[config.mk]
export PLATFORM = sky130hd
export DESIGN_NAME = audio_sigma_delta
export DESIGN_NICKNAME = d
export VERILOG_FILES = /design/src/rtl/audio_sigma_delta.sv
export SDC_FILE = /design/constraint.sdc
export NUM_CORES = 1
export LEC_CHECK = 0
export ABC_AREA = 1
export ABC_CLOCK_PERIOD_IN_PS = 3500
export CAP_MARGIN = 40
export CORE_MARGIN = 2
export CORE_UTILIZATION = 60
export CTS_CLUSTER_SIZE = 14
export DETAILED_ROUTE_END_ITERATION = 10
export HOLD_SLACK_MARGIN = 0.15
export PLACE_DENSITY = 0.82
export SLEW_MARGIN = 20
export SYNTH_ARGS = -nofsm -noshare
export SYNTH_HDL_FRONTEND = slang
export SYNTH_HIERARCHICAL = 1
export SYNTH_SLANG_ARGS = --single-unit
[constraint.sdc]
create_clock -name clk_sys -period 3.5 [get_ports clk_sys]
set_input_delay 0.35 -clock clk_sys [delete_from_list [all_inputs] [get_ports clk_sys]]
set_output_delay 0.35 -clock clk_sys [all_outputs]
set_load 0.01 [all_outputs]
[src/rtl/audio_sigma_delta.sv]
// Stereo first-order sigma-delta DAC front end with midscale soft-start ramp.
// Latency: a held sample reaches the 1-bit outputs one clk_sys after the clock that latches it.
// Backpressure: none; samples are accepted on every sample_ce strobe and the modulators run every clock.
//
// Ports:
//   clk_sys            single clock, all state on its rising edge
//   reset              synchronous, active-high
//   sample_ce          one-clock strobe qualifying l_in / r_in
//   signed_in          1 = two's complement samples, 0 = offset binary
//   vol                attenuation as a right shift of 0..3
//   mute               forces both modulators to midscale while running
//   l_in, r_in         BITS-wide samples
//   l_out, r_out       registered 1-bit modulator outputs
//   ready              high once the soft-start ramp has reached midscale

module audio_sigma_delta_mod #(
    parameter int BITS = 16
) (
    input  logic            clk_sys,
    input  logic            reset,
    input  logic [BITS-1:0] x,
    output logic            bit_out
);
    // The top accumulator bit is the carry of the most recent addition and
    // doubles as the registered output; the low bits carry the residue.
    logic [BITS:0] acc;
    logic [BITS:0] acc_next;

    always_comb begin
        acc_next = {1'b0, acc[BITS-1:0]} + {1'b0, x};
    end

    always_ff @(posedge clk_sys) begin
        if (reset) begin
            acc <= '0;
        end else begin
            acc <= acc_next;
        end
    end

    assign bit_out = acc[BITS];
endmodule

module audio_sigma_delta #(
    parameter int BITS     = 16,
    parameter int RAMP_DIV = 4
) (
    input  logic            clk_sys,
    input  logic            reset,
    input  logic            sample_ce,
    input  logic            signed_in,
    input  logic [1:0]      vol,
    input  logic            mute,
    input  logic [BITS-1:0] l_in,
    input  logic [BITS-1:0] r_in,
    output logic            l_out,
    output logic            r_out,
    output logic            ready
);
    localparam logic [BITS-1:0] MID    = {1'b1, {(BITS-1){1'b0}}};
    localparam logic [BITS-1:0] MID_M1 = MID - 1'b1;

    // Divide counter is sized for the full legal RAMP_DIV range.
    localparam int              DIV_W    = 8;
    localparam logic [DIV_W-1:0] DIV_LAST = DIV_W'(RAMP_DIV - 1);

    localparam logic [1:0] ST_RST  = 2'd0;
    localparam logic [1:0] ST_RAMP = 2'd1;
    localparam logic [1:0] ST_RUN  = 2'd2;

    logic [1:0]       state;
    logic [BITS-1:0]  ramp;
    logic [DIV_W-1:0] div_cnt;
    logic [BITS-1:0]  l_hold;
    logic [BITS-1:0]  r_hold;
    logic [BITS-1:0]  l_att;
    logic [BITS-1:0]  r_att;
    logic [BITS-1:0]  l_x;
    logic [BITS-1:0]  r_x;

    // Two's complement to offset binary is just an MSB flip.
    function automatic logic [BITS-1:0] to_offset(input logic [BITS-1:0] s,
                                                  input logic            is_signed);
        logic [BITS-1:0] r;
        r = s;
        if (is_signed) begin
            r[BITS-1] = ~s[BITS-1];
        end
        return r;
    endfunction

    // Scale about midscale: the shifted value loses (MID >> v) of its offset,
    // which is added back so silence stays at MID. Cannot overflow BITS.
    function automatic logic [BITS-1:0] atten(input logic [BITS-1:0] h,
                                              input logic [1:0]      v);
        return (h >> v) + MID - (MID >> v);
    endfunction

    // ------------------------------------------------------------------
    // Soft-start sequencer: ramp climbs from 0 to MID, one step per
    // RAMP_DIV clocks, so the output does not jump at power-up.
    // ------------------------------------------------------------------
    always_ff @(posedge clk_sys) begin
        if (reset) begin
            state   <= ST_RST;
            ramp    <= '0;
            div_cnt <= '0;
        end else begin
            case (state)
                ST_RST: begin
                    state <= ST_RAMP;
                end
                ST_RAMP: begin
                    if (div_cnt == DIV_LAST) begin
                        div_cnt <= '0;
                        ramp    <= ramp + 1'b1;
                        if (ramp == MID_M1) begin
                            state <= ST_RUN;
                        end
                    end else begin
                        div_cnt <= div_cnt + 1'b1;
                    end
                end
                ST_RUN: begin
                    state <= ST_RUN;
                end
                default: begin
                    state <= ST_RST;
                end
            endcase
        end
    end

    assign ready = (state == ST_RUN);

    // ------------------------------------------------------------------
    // Sample hold. Format conversion happens here so a later signed_in
    // change does not reinterpret an already held sample.
    // ------------------------------------------------------------------
    always_ff @(posedge clk_sys) begin
        if (reset) begin
            l_hold <= MID;
            r_hold <= MID;
        end else if (sample_ce) begin
            l_hold <= to_offset(l_in, signed_in);
            r_hold <= to_offset(r_in, signed_in);
        end
    end

    // Volume and mute act on the hold registers combinationally, so they
    // take effect on the next modulator update without a new sample.
    always_comb begin
        l_att = atten(l_hold, vol);
        r_att = atten(r_hold, vol);
        l_x   = ramp;
        r_x   = ramp;
        if (state == ST_RUN) begin
            l_x = mute ? MID : l_att;
            r_x = mute ? MID : r_att;
        end
    end

    audio_sigma_delta_mod #(.BITS(BITS)) u_mod_l (
        .clk_sys (clk_sys),
        .reset   (reset),
        .x       (l_x),
        .bit_out (l_out)
    );

    audio_sigma_delta_mod #(.BITS(BITS)) u_mod_r (
        .clk_sys (clk_sys),
        .reset   (reset),
        .x       (r_x),
        .bit_out (r_out)
    );
endmodule

==> results.md, run 1 <==
* Outcome: finished, final reports clean
* DR vias/cell at 5.23
* Vias in the first global route at 8042
* Reg2reg setup slack at 0.21 ns
* Fraction of layout cells with a size suffix above 1 at 16.4%
* Post-Syn Area at 7880 µm²
* Core footprint at 12700 µm²
* Setup crit start kind: register
* Commonest non-fill, non-tap cell in the layout: nand2_1
* Average wire per standard cell at 12.7 µm
* Fraction of registers with async set/reset at 0%
* HP Class: register to register
* Yosys cell types at 46
* Sw Pwr at 1400 µW
* Nets at 1561
* Ports at 42
* Comb power frac at 43.7%
* Hold_buf cts at 0
* Post-route ant nets at 0
* Highest Clock Rate at 304 MHz
* Crit Path Max Fanout at 4
* Worst slew pin tran at 0.663 ns
* Hold slack at 0.474 ns
* Root buffer cell: clkbuf_16
* Chip Width at 119 µm
* Final min period at 3.29 ns
* FF-to-FF Start: l_hold[5]$_SDFFE_PP0P_
* Vert. Die Dim at 119 µm
* Reg power frac at 31.1%
* GRT Util Overall at 29.5%
* CP required at 3.74 ns
* Skew-Pair Late Insertion Delay at 0.36 ns
* DIE AREA at 14100 µm²
* Main synth FF type: dfxtp_1
* CTS tree: built
* Syn-to-layout area delta at 23.9%
* FF+latch count, synth at 92
* Final std cells w/o fill at 1626
* Fin. Hold Viols at 0
* CP Capture Type: register
* Fin crit share at 94.0%
* RR Endpoint: u_mod_l/acc[7]$_SDFF_PP0_
* H-tree depth at 3
* Final setup violation count at 0
* Fill cell count at 1039
* Crit Path Class: register to register
* TritonRoute pass-1 iters at 5
* IO buf count at 41
* Initial antenna violation count at 0
* CTS Buf Count at 9
* Slew headroom at 55.7%
* Post-placement cell count at 1599
* Register area share after synthesis at 23.4%
* Post-synth EDFFs at 0
* Mapped Cells at 1320
* Switching Share at 36.3%
* CP startpoint: l_hold[5]$_SDFFE_PP0P_
* Max Slew Vio Count at 0
* Initial drt markers at 513
* Peak VDD IR at 0.363 mV
* Final instance area at 9770 µm²
* Pleak at 0.00508 µW
* Internal power at 2460 µW
* Total wire length at 20700 µm
* Post-placement cell area at 9080 µm²
* Most frequent cells in the layout: nand2_1 (403), inv_1 (190), nor2_1 (140), buf_4 (102), dfxtp_1 (92)
* Largest net degree at the start of global routing at 37
* Placed wire-length estimate at 15500 µm
* Initial Utilization at 62.0%
* Synthesized net count at 1432
* CTS Sinks at 92
* Worst EP arrival at 3.53 ns
* Clock Skew at 0.0101 ns
* Routability cong. at 0.951
* Synth warn at 6
* Power per Cell Area at 395 nW/µm²
* First-pass GRT wire length at 34400 µm
* Remaining DRCs at 0
* Critical path capture point: u_mod_l/acc[7]$_SDFF_PP0_
* Vias at 8508
* Clock share of power at 25.2%
* Std cell rows at 41
* Clk buf depth at 2
* Congestion Overflow GR at 0
* CTS clk-pin slew, worst paths at 0.07 ns
* Max cap viols at 0
* R2R depth at 20
* Number of diodes at 0
* Avg Synthesized Cell Area at 5.97 µm²
==> registers in the layout, summed over array words and instances, names as in the netlist <==
register / count
u_mod_l/acc: 17
u_mod_r/acc: 17
l_hold: 16
r_hold: 16
ramp: 16
div_cnt: 8
state: 2
==> power groups by stage <==
stage,Sequential [µW],Clock [µW],Combinational [µW]
2_1_floorplan,1210,0,998
3_3_place_gp,1220,0,1480
3_5_place_dp,1220,0,1520
4_1_cts,1200,994,1540
5_1_grt,1210,1030,1900
6_report,1200,974,1690
==> final cells by class <==
| type | count | area, µm² | share of cell area, % |
|---|---|---|---|
| inverter | 204 | 768 | 7.86 |
| clock inverter | 4 | 48.8 | 0.500 |
| sequential | 92 | 1840 | 18.9 |
| tap | 172 | 215 | 2.20 |
| multi-input combinational | 994 | 5390 | 55.1 |
| timing repair buffer | 148 | 1260 | 12.9 |
| clock buffer | 12 | 246 | 2.52 |
==> worst max-delay path, stage by stage, from the launching register on <==
cell and delay, ns:
dfxtp_1 0.32, o21ai_0 0.38, nand2_1 0.12, nand2_1 0.10, inv_1 0.05, ha_1 0.31, nand3_1 0.08, nor2_1 0.09
nand3_1 0.10, nand2_2 0.13, a21oi_1 0.07, o21ai_1 0.11, o21ai_1 0.13, ha_1 0.36, nand2_1 0.09, nand2_1 0.11
a21oi_4 0.13, nand2_2 0.10, buf_4 0.15, o21ai_0 0.18, a21oi_1 0.07
==> per-layer routing <==
metal / routed length (µm) / up-vias / track usage, %
li1: - / 4447 / -
met2: 10100 / 170 / 51.9
met3: 993 / 35 / 5.74
met1: 9160 / 3856 / 35.9
met4: 462 / 0 / 9.67
met5: 0 / - / 0
==> per-stage QoR <==
stage	TNS [ns]	util (%)	total power [µW]	setup WS [ns]
after floorplan	0	-	2200	0.353
after global placement	-5.36	71.4	2700	-0.371
after detailed placement	-6.57	71.4	2740	-0.432
after CTS	0	74.0	3730	0.0392
after global routing	-0.216	76.8	4140	-0.0620
final	0	76.8	3860	0.210
==> what timing repair did <==
item,4_1_cts,5_1_grt
resized for setup,4,81
gates cloned,1,1
pin swaps,1,16
endpoints found under the setup margin,9,20
buffers inserted,0,9
==> worst min-delay path by stage <==
stage                                      start                          to  slack (ns)  cells after the start
after floorplan                            reset  u_mod_r/acc[16]$_SDFF_PP0_        0.41                      1
after global placement    r_hold[9]$_SDFFE_PP0P_      r_hold[9]$_SDFFE_PP0P_        0.46                      2
after detailed placement  r_hold[9]$_SDFFE_PP0P_      r_hold[9]$_SDFFE_PP0P_        0.47                      2
after CTS                 r_hold[9]$_SDFFE_PP0P_      r_hold[9]$_SDFFE_PP0P_        0.48                      2
after global routing       state[1]$_SDFFE_PP0P_       state[1]$_SDFFE_PP0P_        0.51                      2
final                     r_hold[9]$_SDFFE_PP0P_      r_hold[9]$_SDFFE_PP0P_        0.47                      2
==> kinds of logic (layout without fill, tap and decap cells) <==
logic type      Yosys count  in the layout  synth area share [%]
fa+ha+maj                73             73                  11.8
flops                    92             92                  23.4
simple gates            687            687                  36.7
compound gates          221            221                  14.8
mux                       4              4                 0.508
xor+xnor                  9              9                  1.00
buf+inv                 234            368                  11.9
==> synth_stat cells, types with 2 or more instances <==
master / count / area share, %
nand2_1: 418 / 20
inv_1: 190 / 9.0
nor2_1: 144 / 6.9
o21ai_0: 98 / 6.2
dfxtp_1: 92 / 23
a21oi_1: 89 / 5.7
ha_1: 71 / 11
nand3_1: 54 / 3.4
nand2_2: 19 / 1.5
inv_2: 13 / 0.62
clkbuf_1: 12 / 0.57
buf_2: 10 / 0.63
o21ai_1: 10 / 0.63
o22ai_1: 10 / 0.79
nor3_1: 8 / 0.51
nand3_2: 7 / 0.89
nand3b_1: 7 / 0.67
nor3_2: 7 / 0.89
nor2_2: 6 / 0.48
xor2_1: 6 / 0.67
nand4_1: 5 / 0.40
mux2i_1: 4 / 0.51
buf_4: 3 / 0.29
buf_6: 3 / 0.43
o21ai_2: 3 / 0.33
xnor2_1: 3 / 0.33
a21o_1: 2 / 0.19
a21oi_2: 2 / 0.22
a22oi_1: 2 / 0.19
and2_1: 2 / 0.16
fa_1: 2 / 0.51
nor3b_1: 2 / 0.19
o211ai_1: 2 / 0.19
or2_2: 2 / 0.16
Power figures use the tool's default switching activity.
==> run 2, diff against run 1 <==
--- a/config.mk
+++ b/config.mk
@@ -8,6 +8,7 @@
 export ABC_AREA = 1
 export ABC_CLOCK_PERIOD_IN_PS = 3500
 export CAP_MARGIN = 40
+export CORE_ASPECT_RATIO = 1.5
 export CORE_MARGIN = 2
 export CORE_UTILIZATION = 60
 export CTS_CLUSTER_SIZE = 14
==> run 2 against run 1 <==
Effect of this change:
- via count is 1.1% higher
- clock-buffer cell count down 2
- sequential share of layout area rose by 0.31 points
- worst hold slack gained 0.0064 ns
- combinational power fell by 4%
- die area rose by 0.13%
- critical endpoint is now u_mod_r/acc[12]$_SDFF_PP0_
- highest routed layer unchanged
==> results.md, run 2 (same netlist as run 1, synthesis figures left out) <==
* CP Capture Type: register
* Routability cong. at 0.922 (-3.0%)
* Worst EP arrival at 3.57 ns (+0.04 ns)
* Largest net degree at the start of global routing at 43 (+16%)
* CP required at 3.76 ns (+0.02 ns)
* CTS tree: built
* GR peak layer: met2
* Initial antenna violation count at 0 (unchanged)
* Nets at 1558 (-0.19%)
* Total wire length at 21700 µm (+5.1%)
* IO buf count at 41 (unchanged)
* Initial Utilization at 61.2% (-0.81 points)
* Clk buf depth at 2 (unchanged)
* FF-to-FF Start: r_hold[7]$_SDFFE_PP0P_
* Fraction of layout cells with a size suffix above 1 at 14.5% (-1.9 points)
* CTS Sinks at 92 (unchanged)
* Syn-to-layout area delta at 21.9%
* Most frequent cells in the layout: nand2_1 (413), inv_1 (190), nor2_1 (141), buf_4 (100), dfxtp_1 (92)
* Power per Cell Area at 407 nW/µm² (+3.0%)
* Crit Path Max Fanout at 8 (+4)
* Top flop regs: u_mod_l/acc: 17 flops, u_mod_r/acc: 17 flops
* CTS clk-pin slew, worst paths at 0.07 ns (about the same)
* Fin. Hold Viols at 0 (unchanged)
* GRT Util Overall at 30.7% (+1.2 points)
* Core footprint at 12900 µm² (+1.3%)
* Worst stage delay on the critical path at 0.43 ns (+0.05 ns)
* Chip Width at 97.6 µm (-18%)
* Highest Clock Rate at 302 MHz (-0.72%)
* Post-placement cell count at 1589 (-0.63%)
* TritonRoute pass-1 iters at 6 (+1)
* Hold slack at 0.481 ns (+0.00636 ns)
* Max Slew Vio Count at 0 (unchanged)
* First-pass GRT wire length at 35600 µm (+3.4%)
* Reg2reg setup slack at 0.28 ns (+0.07 ns)
* RR Endpoint: u_mod_r/acc[12]$_SDFF_PP0_
* Worst slew pin tran at 0.483 ns (-0.180 ns)
* Post-route ant nets at 0 (unchanged)
* WHS Endpoint: r_hold[9]$_SDFFE_PP0P_
* Number of diodes at 0 (unchanged)
* Remaining DRCs at 0 (unchanged)
* Vert. Die Dim at 144 µm (+22%)
* CP most frequent cell: nand2_1
* R2R depth at 22 (+10%)
* Pleak at 0.00505 µW (-0.51%)
* Commonest non-fill, non-tap cell in the layout: nand2_1
* HP Class: register to register
* Final std cells w/o fill at 1610 (-0.98%)
* Std cell rows at 51 (+24%)
* Initial drt markers at 407 (-21%)
* H-tree depth at 3 (unchanged)
* Max cap viols at 0 (unchanged)
* CTS Buf Count at 9 (unchanged)
* Hold path depth at 2 (unchanged)
* Root buffer cell: clkbuf_16
* Hold_buf cts at 0 (unchanged)
* Clock Skew at 0.00730 ns (-0.00279 ns)
* Vias in the first global route at 8285 (+3.0%)
* Slew headroom at 67.8% (+12 points)
* DR vias/cell at 5.34 (+2.1%)
* Critical path's slowest cell: ha_2
* Congestion Overflow GR at 0 (unchanged)
* Ports at 42 (unchanged)
* DIE AREA at 14100 µm² (+0.13%)
* Average wire per standard cell at 13.5 µm (+6.1%)
* Met1 usage at 31.7% (-4.3 points)
* Fin crit share at 94.7% (+0.68 points)
* Vias at 8599 (+1.1%)
* Met2 Resource Use GR at 58.5% (+6.6 points)
* Outcome: finished, final reports clean
* Setup crit start kind: input port
* Placed wire-length estimate at 16600 µm (+6.7%)
* HP Start: r_hold[9]$_SDFFE_PP0P_
* Skew-Pair Late Insertion Delay at 0.36 ns (about the same)
* Peak VDD IR at 0.217 mV (-40%)
* Final min period at 3.31 ns (+0.0237 ns)
* Global Route met3 Usage at 2.71% (-3.0 points)
* Crit Path Class: input port to register
* Crit-path cells: dlygate4sd2_1, buf_4, buf_12, or2_2, o21ai_1, ha_1, nand2_1, nand2_1, a21oi_2, nand2_2, nand2_1, nand2_1, nor2_1, o21ai_0, ha_2, nand2_2, nor2_2, nand3_1, nand3_2, nand2_1, nand2_1, nor2_1
* Final setup violation count at 0 (unchanged)
==> run 2: changes by cell type in the layout (fill, tap and decap cells not counted), moves of 2 or more <==
| cell | delta |
|---|---|
| a21oi_1 | +5 |
| a21oi_2 | -5 |
| buf_4 | -2 |
| clkinv_2 | -2 |
| ha_1 | +6 |
| ha_4 | -6 |
| inv_6 | +2 |
| nand2_1 | +10 |
| nand2_2 | -10 |
| o21ai_0 | +3 |
| o21ai_4 | -2 |
==> run 2: what timing repair did <==
action | 4_1_cts | 5_1_grt
cloned | 1 | 0
resized for setup | 11 | 41
endpoints found under the setup margin | 15 | 19
setup buffers | 1 | 3
endpoints found under the hold margin | 0 | 0
pin swaps | 1 | 8
==> run 2: layer usage <==
| metal | part of all wire (%) | vias up |
|---|---|---|
| li1 | - | 4430 |
| met1 | 38 | 3838 |
| met2 | 52 | 245 |
| met3 | 3.9 | 86 |
| met4 | 5.8 | 0 |
| met5 | 0 | - |
==> run 2: worst max-delay path by stage <==
| stage | startpoint | endpoint | slack [ns] | cells after the start |
|---|---|---|---|---|
| final | vol[1] | u_mod_r/acc[12]$_SDFF_PP0_ | 0.19 | 22 |
| after global routing | vol[1] | u_mod_r/acc[11]$_SDFF_PP0_ | -0.02 | 24 |
| after CTS | vol[0] | u_mod_r/acc[15]$_SDFF_PP0_ | 0.03 | 23 |
| after detailed placement | vol[0] | u_mod_r/acc[14]$_SDFF_PP0_ | -0.60 | 24 |
| after global placement | vol[0] | u_mod_r/acc[14]$_SDFF_PP0_ | -0.56 | 24 |
| after floorplan | vol[0] | u_mod_l/acc[15]$_SDFF_PP0_ | 0.35 | 22 |
==> run 2: report_power, final <==
part / internal, µW / switching (µW) / total, µW
clock network: 633 / 444 / 1080
registers: 1150 / 54.7 / 1200
logic: 706 / 926 / 1630
total: 2490 / 1420 / 3910
==> run 2: cell type report <==
class | count | area, µm²
clock buffer | 10 | 229
clock inverter | 6 | 93.8
fill | 1060 | 3280
inverter | 204 | 766
multi-input combinational | 994 | 5230
sequential | 92 | 1840
tap | 159 | 199
timing repair buffer | 145 | 1250
==> run 2: critical path: cells and delay by family <==
kind	cells	cell delay (ns)
AOI/OAI and AO/OA	3	0.36
adders and majority gates	2	0.75
buffers and inverters	3	0.63
and+or+nand+nor	14	1.45
==> run 2: stage by stage <==
step	total power (µW)	setup TNS, ns	util (%)	cell area, µm²	worst slack, ns
4_1_cts	3850	0	73.5	9470	0.0327
2_1_floorplan	2200	0	-	7880	0.353
3_3_place_gp	2720	-6.70	70.6	9100	-0.560
5_1_grt	4170	-0.0487	74.5	9610	-0.0185
6_report	3910	0	74.5	9610	0.187
3_5_place_dp	2760	-8.16	70.6	9100	-0.605
==> run 3, diff against run 2 <==
--- a/config.mk
+++ b/config.mk
@@ -10,11 +10,11 @@
 export CAP_MARGIN = 40
 export CORE_ASPECT_RATIO = 1.5
 export CORE_MARGIN = 2
-export CORE_UTILIZATION = 60
+export CORE_UTILIZATION = 55
 export CTS_CLUSTER_SIZE = 14
 export DETAILED_ROUTE_END_ITERATION = 10
 export HOLD_SLACK_MARGIN = 0.15
-export PLACE_DENSITY = 0.82
+export PLACE_DENSITY = 0.76
 export SLEW_MARGIN = 20
 export SYNTH_ARGS = -nofsm -noshare
 export SYNTH_HDL_FRONTEND = slang
==> constraint.sdc (replaced) <==
create_clock -name clk_sys -period 3.5 [get_ports clk_sys]
set_input_delay 0.35 -clock clk_sys [delete_from_list [all_inputs] [get_ports clk_sys]]
set_output_delay 0.35 -clock clk_sys [all_outputs]
set_load 0.1 [all_outputs]
==> run 3 against run 2 <==
Effect of this change:
- highest routed layer unchanged
- setup slack improved by 0.042 ns
- fmax increased by 1.3%
- cell count up 1.8%
- first-iteration DRC count down 16%
- global-route usage is 2.6 points lower
==> results.md, run 3 (same netlist as run 1, synthesis figures left out) <==
* HP Class: register to register
* Post-Place Setup Slack at -0.524 ns (+0.0808 ns)
* Std cell rows at 53 (+3.9%)
* TritonRoute pass-1 iters at 5 (-1)
* Fraction of layout cells with a size suffix above 1 at 13.6% (-0.86 points)
* Vias at 8325 (-3.2%)
* Ports at 42 (unchanged)
* Switching Share at 38.3% (+1.8 points)
* Reg2reg setup slack at 0.23 ns (-0.05 ns)
* Total wire length at 20800 µm (-4.1%)
* Clk buf depth at 2 (unchanged)
* Slew headroom at 67.4% (-0.40 points)
* Chip Width at 102 µm (+4.3%)
* Most frequent cells in the layout: nand2_1 (415), inv_1 (190), nor2_1 (143), buf_4 (97), dfxtp_1 (92)
* Congestion Overflow GR at 0 (unchanged)
* Final worst setup slack at 0.229 ns (+0.0423 ns)
* CTS Buf Count at 9 (unchanged)
* Vert. Die Dim at 151 µm (+4.3%)
* R2R depth at 19 (-14%)
* Critical path's slowest cell: ha_1
* Worst slew pin tran at 0.488 ns (+0.00530 ns)
* Vias in the first global route at 7975 (-3.7%)
* Fill cell count at 1306 (+23%)
* DIE AREA at 15300 µm² (+8.8%)
* Final min period at 3.27 ns (-0.0423 ns)
* Highest Clock Rate at 306 MHz (+1.3%)
* HP Start: r_hold[12]$_SDFFE_PP0P_
* Skew-Pair Late Insertion Delay at 0.36 ns (about the same)
* Routability cong. at 0.917 (-0.59%)
* Util after Layout at 68.3% (-6.3 points)
* CTS tree: built
* Hold_buf cts at 0 (unchanged)
* Fin. Hold Viols at 0 (unchanged)
* First-pass GRT wire length at 34500 µm (-3.1%)
* Hold path depth at 2 (unchanged)
* Comb power frac at 42.7% (+1.0 points)
* Delay-heaviest family, CP: adder cells
* WHS Endpoint: r_hold[12]$_SDFFE_PP0P_
* Sw Pwr at 1450 µW (+1.6%)
* Reg power frac at 31.7% (+1.0 points)
* Initial antenna violation count at 0 (unchanged)
* FF-to-FF Start: r_hold[15]$_SDFFE_PP1P_
* Placed wire-length estimate at 16300 µm (-1.4%)
* RR Endpoint: u_mod_r/acc[14]$_SDFF_PP0_
* Nets at 1554 (-0.26%)
* IO buf count at 41 (unchanged)
* Pleak at 0.00501 µW (-0.82%)
* Crit-path cells: inv_1, nand2_1, o21ai_0, mux2i_1, ha_1, ha_1, nand2_1, nor2_1, nand3_1, nand3_1, nor2_1, o21ai_0, ha_1, a21oi_1, nand2_1, a21oi_1, nand3_1, nand2_1, nor2_1
* Core footprint at 14000 µm² (+8.6%)
* H-tree depth at 3 (unchanged)
* Fin crit share at 93.5% (-1.2 points)
* Crit path buffers/inverters at 1 (-2)
* Hold slack at 0.476 ns (-0.00462 ns)
* Average wire per standard cell at 12.7 µm (-5.8%)
* Clock Skew at 0.00884 ns (+0.00154 ns)
* Outcome: finished, final reports clean
* Root buffer cell: clkbuf_16
* Top flop regs: u_mod_l/acc: 17 flops, u_mod_r/acc: 17 flops
* Max cap viols at 0 (unchanged)
* Initial drt markers at 342 (-16%)
* Remaining DRCs at 0 (unchanged)
* GRT Util Overall at 28.1% (-2.6 points)
* Crit Path Class: register to register
* Commonest non-fill, non-tap cell in the layout: nand2_1
* CP Capture Type: register
* Peak VDD IR at 0.374 mV (+72%)
* Max Slew Vio Count at 0 (unchanged)
* CP required at 3.76 ns (about the same)
* Largest net degree at the start of global routing at 43 (unchanged)
* CP most frequent cell: nand2_1
* Worst stage delay on the critical path at 0.37 ns (-0.06 ns)
* Crit Path Max Fanout at 6 (-2)
* Post-route ant nets at 0 (unchanged)
* Setup crit start kind: register
* Number of diodes at 0 (unchanged)
* Syn-to-layout area delta at 21.2%
* CTS clk-pin slew, worst paths at 0.07 ns (about the same)
* CTS Sinks at 92 (unchanged)
* Worst EP arrival at 3.53 ns (-0.04 ns)
* Internal power at 2340 µW (-6.1%)
* Clock share of power at 25.6% (-1.9 points)
* Final setup violation count at 0 (unchanged)
* Initial Utilization at 56.3% (-4.8 points)
* Power per Cell Area at 396 nW/µm² (-2.7%)
* DR vias/cell at 5.08 (-4.9%)
-- run 3: changes by cell type in the layout (fill, tap and decap cells not counted), moves of 3 or more --
cell,before,now
ha_2,4,1
a21oi_2,8,5
buf_4,100,97
o21ai_0,79,82
a21oi_1,83,86
-- run 3: per-stage QoR --
step                setup TNS, ns  cells  area [µm²]  total power [µW]
floorplan                       0   1320        7880              2240
global placement            -5.75   1620        9100              2750
detailed placement          -7.03   1622        9150              2780
CTS                             0   1639        9480              3760
global route              -0.0149   1639        9550              4050
finish                          0   1639        9550              3780
-- run 3: routing by layer --
layer | part of all wire (%) | wire length (µm) | vias to the layer above | GRT usage [%]
li1 | - | - | 4426 | -
met1 | 41 | 8520 | 3677 | 30.0
met2 | 51 | 10700 | 162 | 52.2
met3 | 3.1 | 648 | 60 | 2.88
met4 | 4.8 | 1010 | 0 | 16.0
met5 | 0 | 0 | - | 0
-- run 3: layout make-up --
cell class	instances	area, µm²	area share, %
Tap cell	192	240	2.51
Inverter	204	766	8.01
Sequential cell	92	1840	19.3
Clock inverter	6	48.8	0.511
Multi-Input combinational cell	994	5200	54.4
Clock buffer	10	239	2.50
Timing Repair Buffer	141	1220	12.8
-- run 3: how the worst max path moves through the flow --
stage | from | depth (start not counted) | slack (ns) | end
2_1_floorplan | state[0]$_SDFFE_PP0P_ | 17 | 0.30 | u_mod_r/acc[12]$_SDFF_PP0_
3_3_place_gp | vol[0] | 22 | -0.41 | u_mod_r/acc[13]$_SDFF_PP0_
3_5_place_dp | vol[0] | 26 | -0.52 | u_mod_r/acc[15]$_SDFF_PP0_
4_1_cts | vol[1] | 20 | 0.05 | u_mod_l/acc[14]$_SDFF_PP0_
5_1_grt | vol[0] | 23 | -0.01 | u_mod_r/acc[15]$_SDFF_PP0_
6_report | r_hold[15]$_SDFFE_PP1P_ | 19 | 0.23 | u_mod_r/acc[14]$_SDFF_PP0_
-- run 3: what timing repair did --
| item | CTS | global route |
|---|---|---|
| resized for setup | 6 | 30 |
| pin swaps | 1 | 3 |
| gates cloned | 1 | 0 |
| setup endpoints to repair | 10 | 19 |
| buffers inserted | 0 | 0 |
-- run 3: worst min-delay path, cell delays in order (launching register included) --
cell and delay (ns):
dfxtp_1 0.31, inv_1 0.06, a21oi_1 0.06
-- run 3: power by group through the flow --
stage / combinational, µW / clock, µW / sequential [µW]
after floorplan: 1030 / 0 / 1210
after global placement: 1540 / 0 / 1220
after detailed placement: 1560 / 0 / 1220
after CTS: 1590 / 979 / 1200
after global routing: 1820 / 1020 / 1210
final: 1620 / 968 / 1200
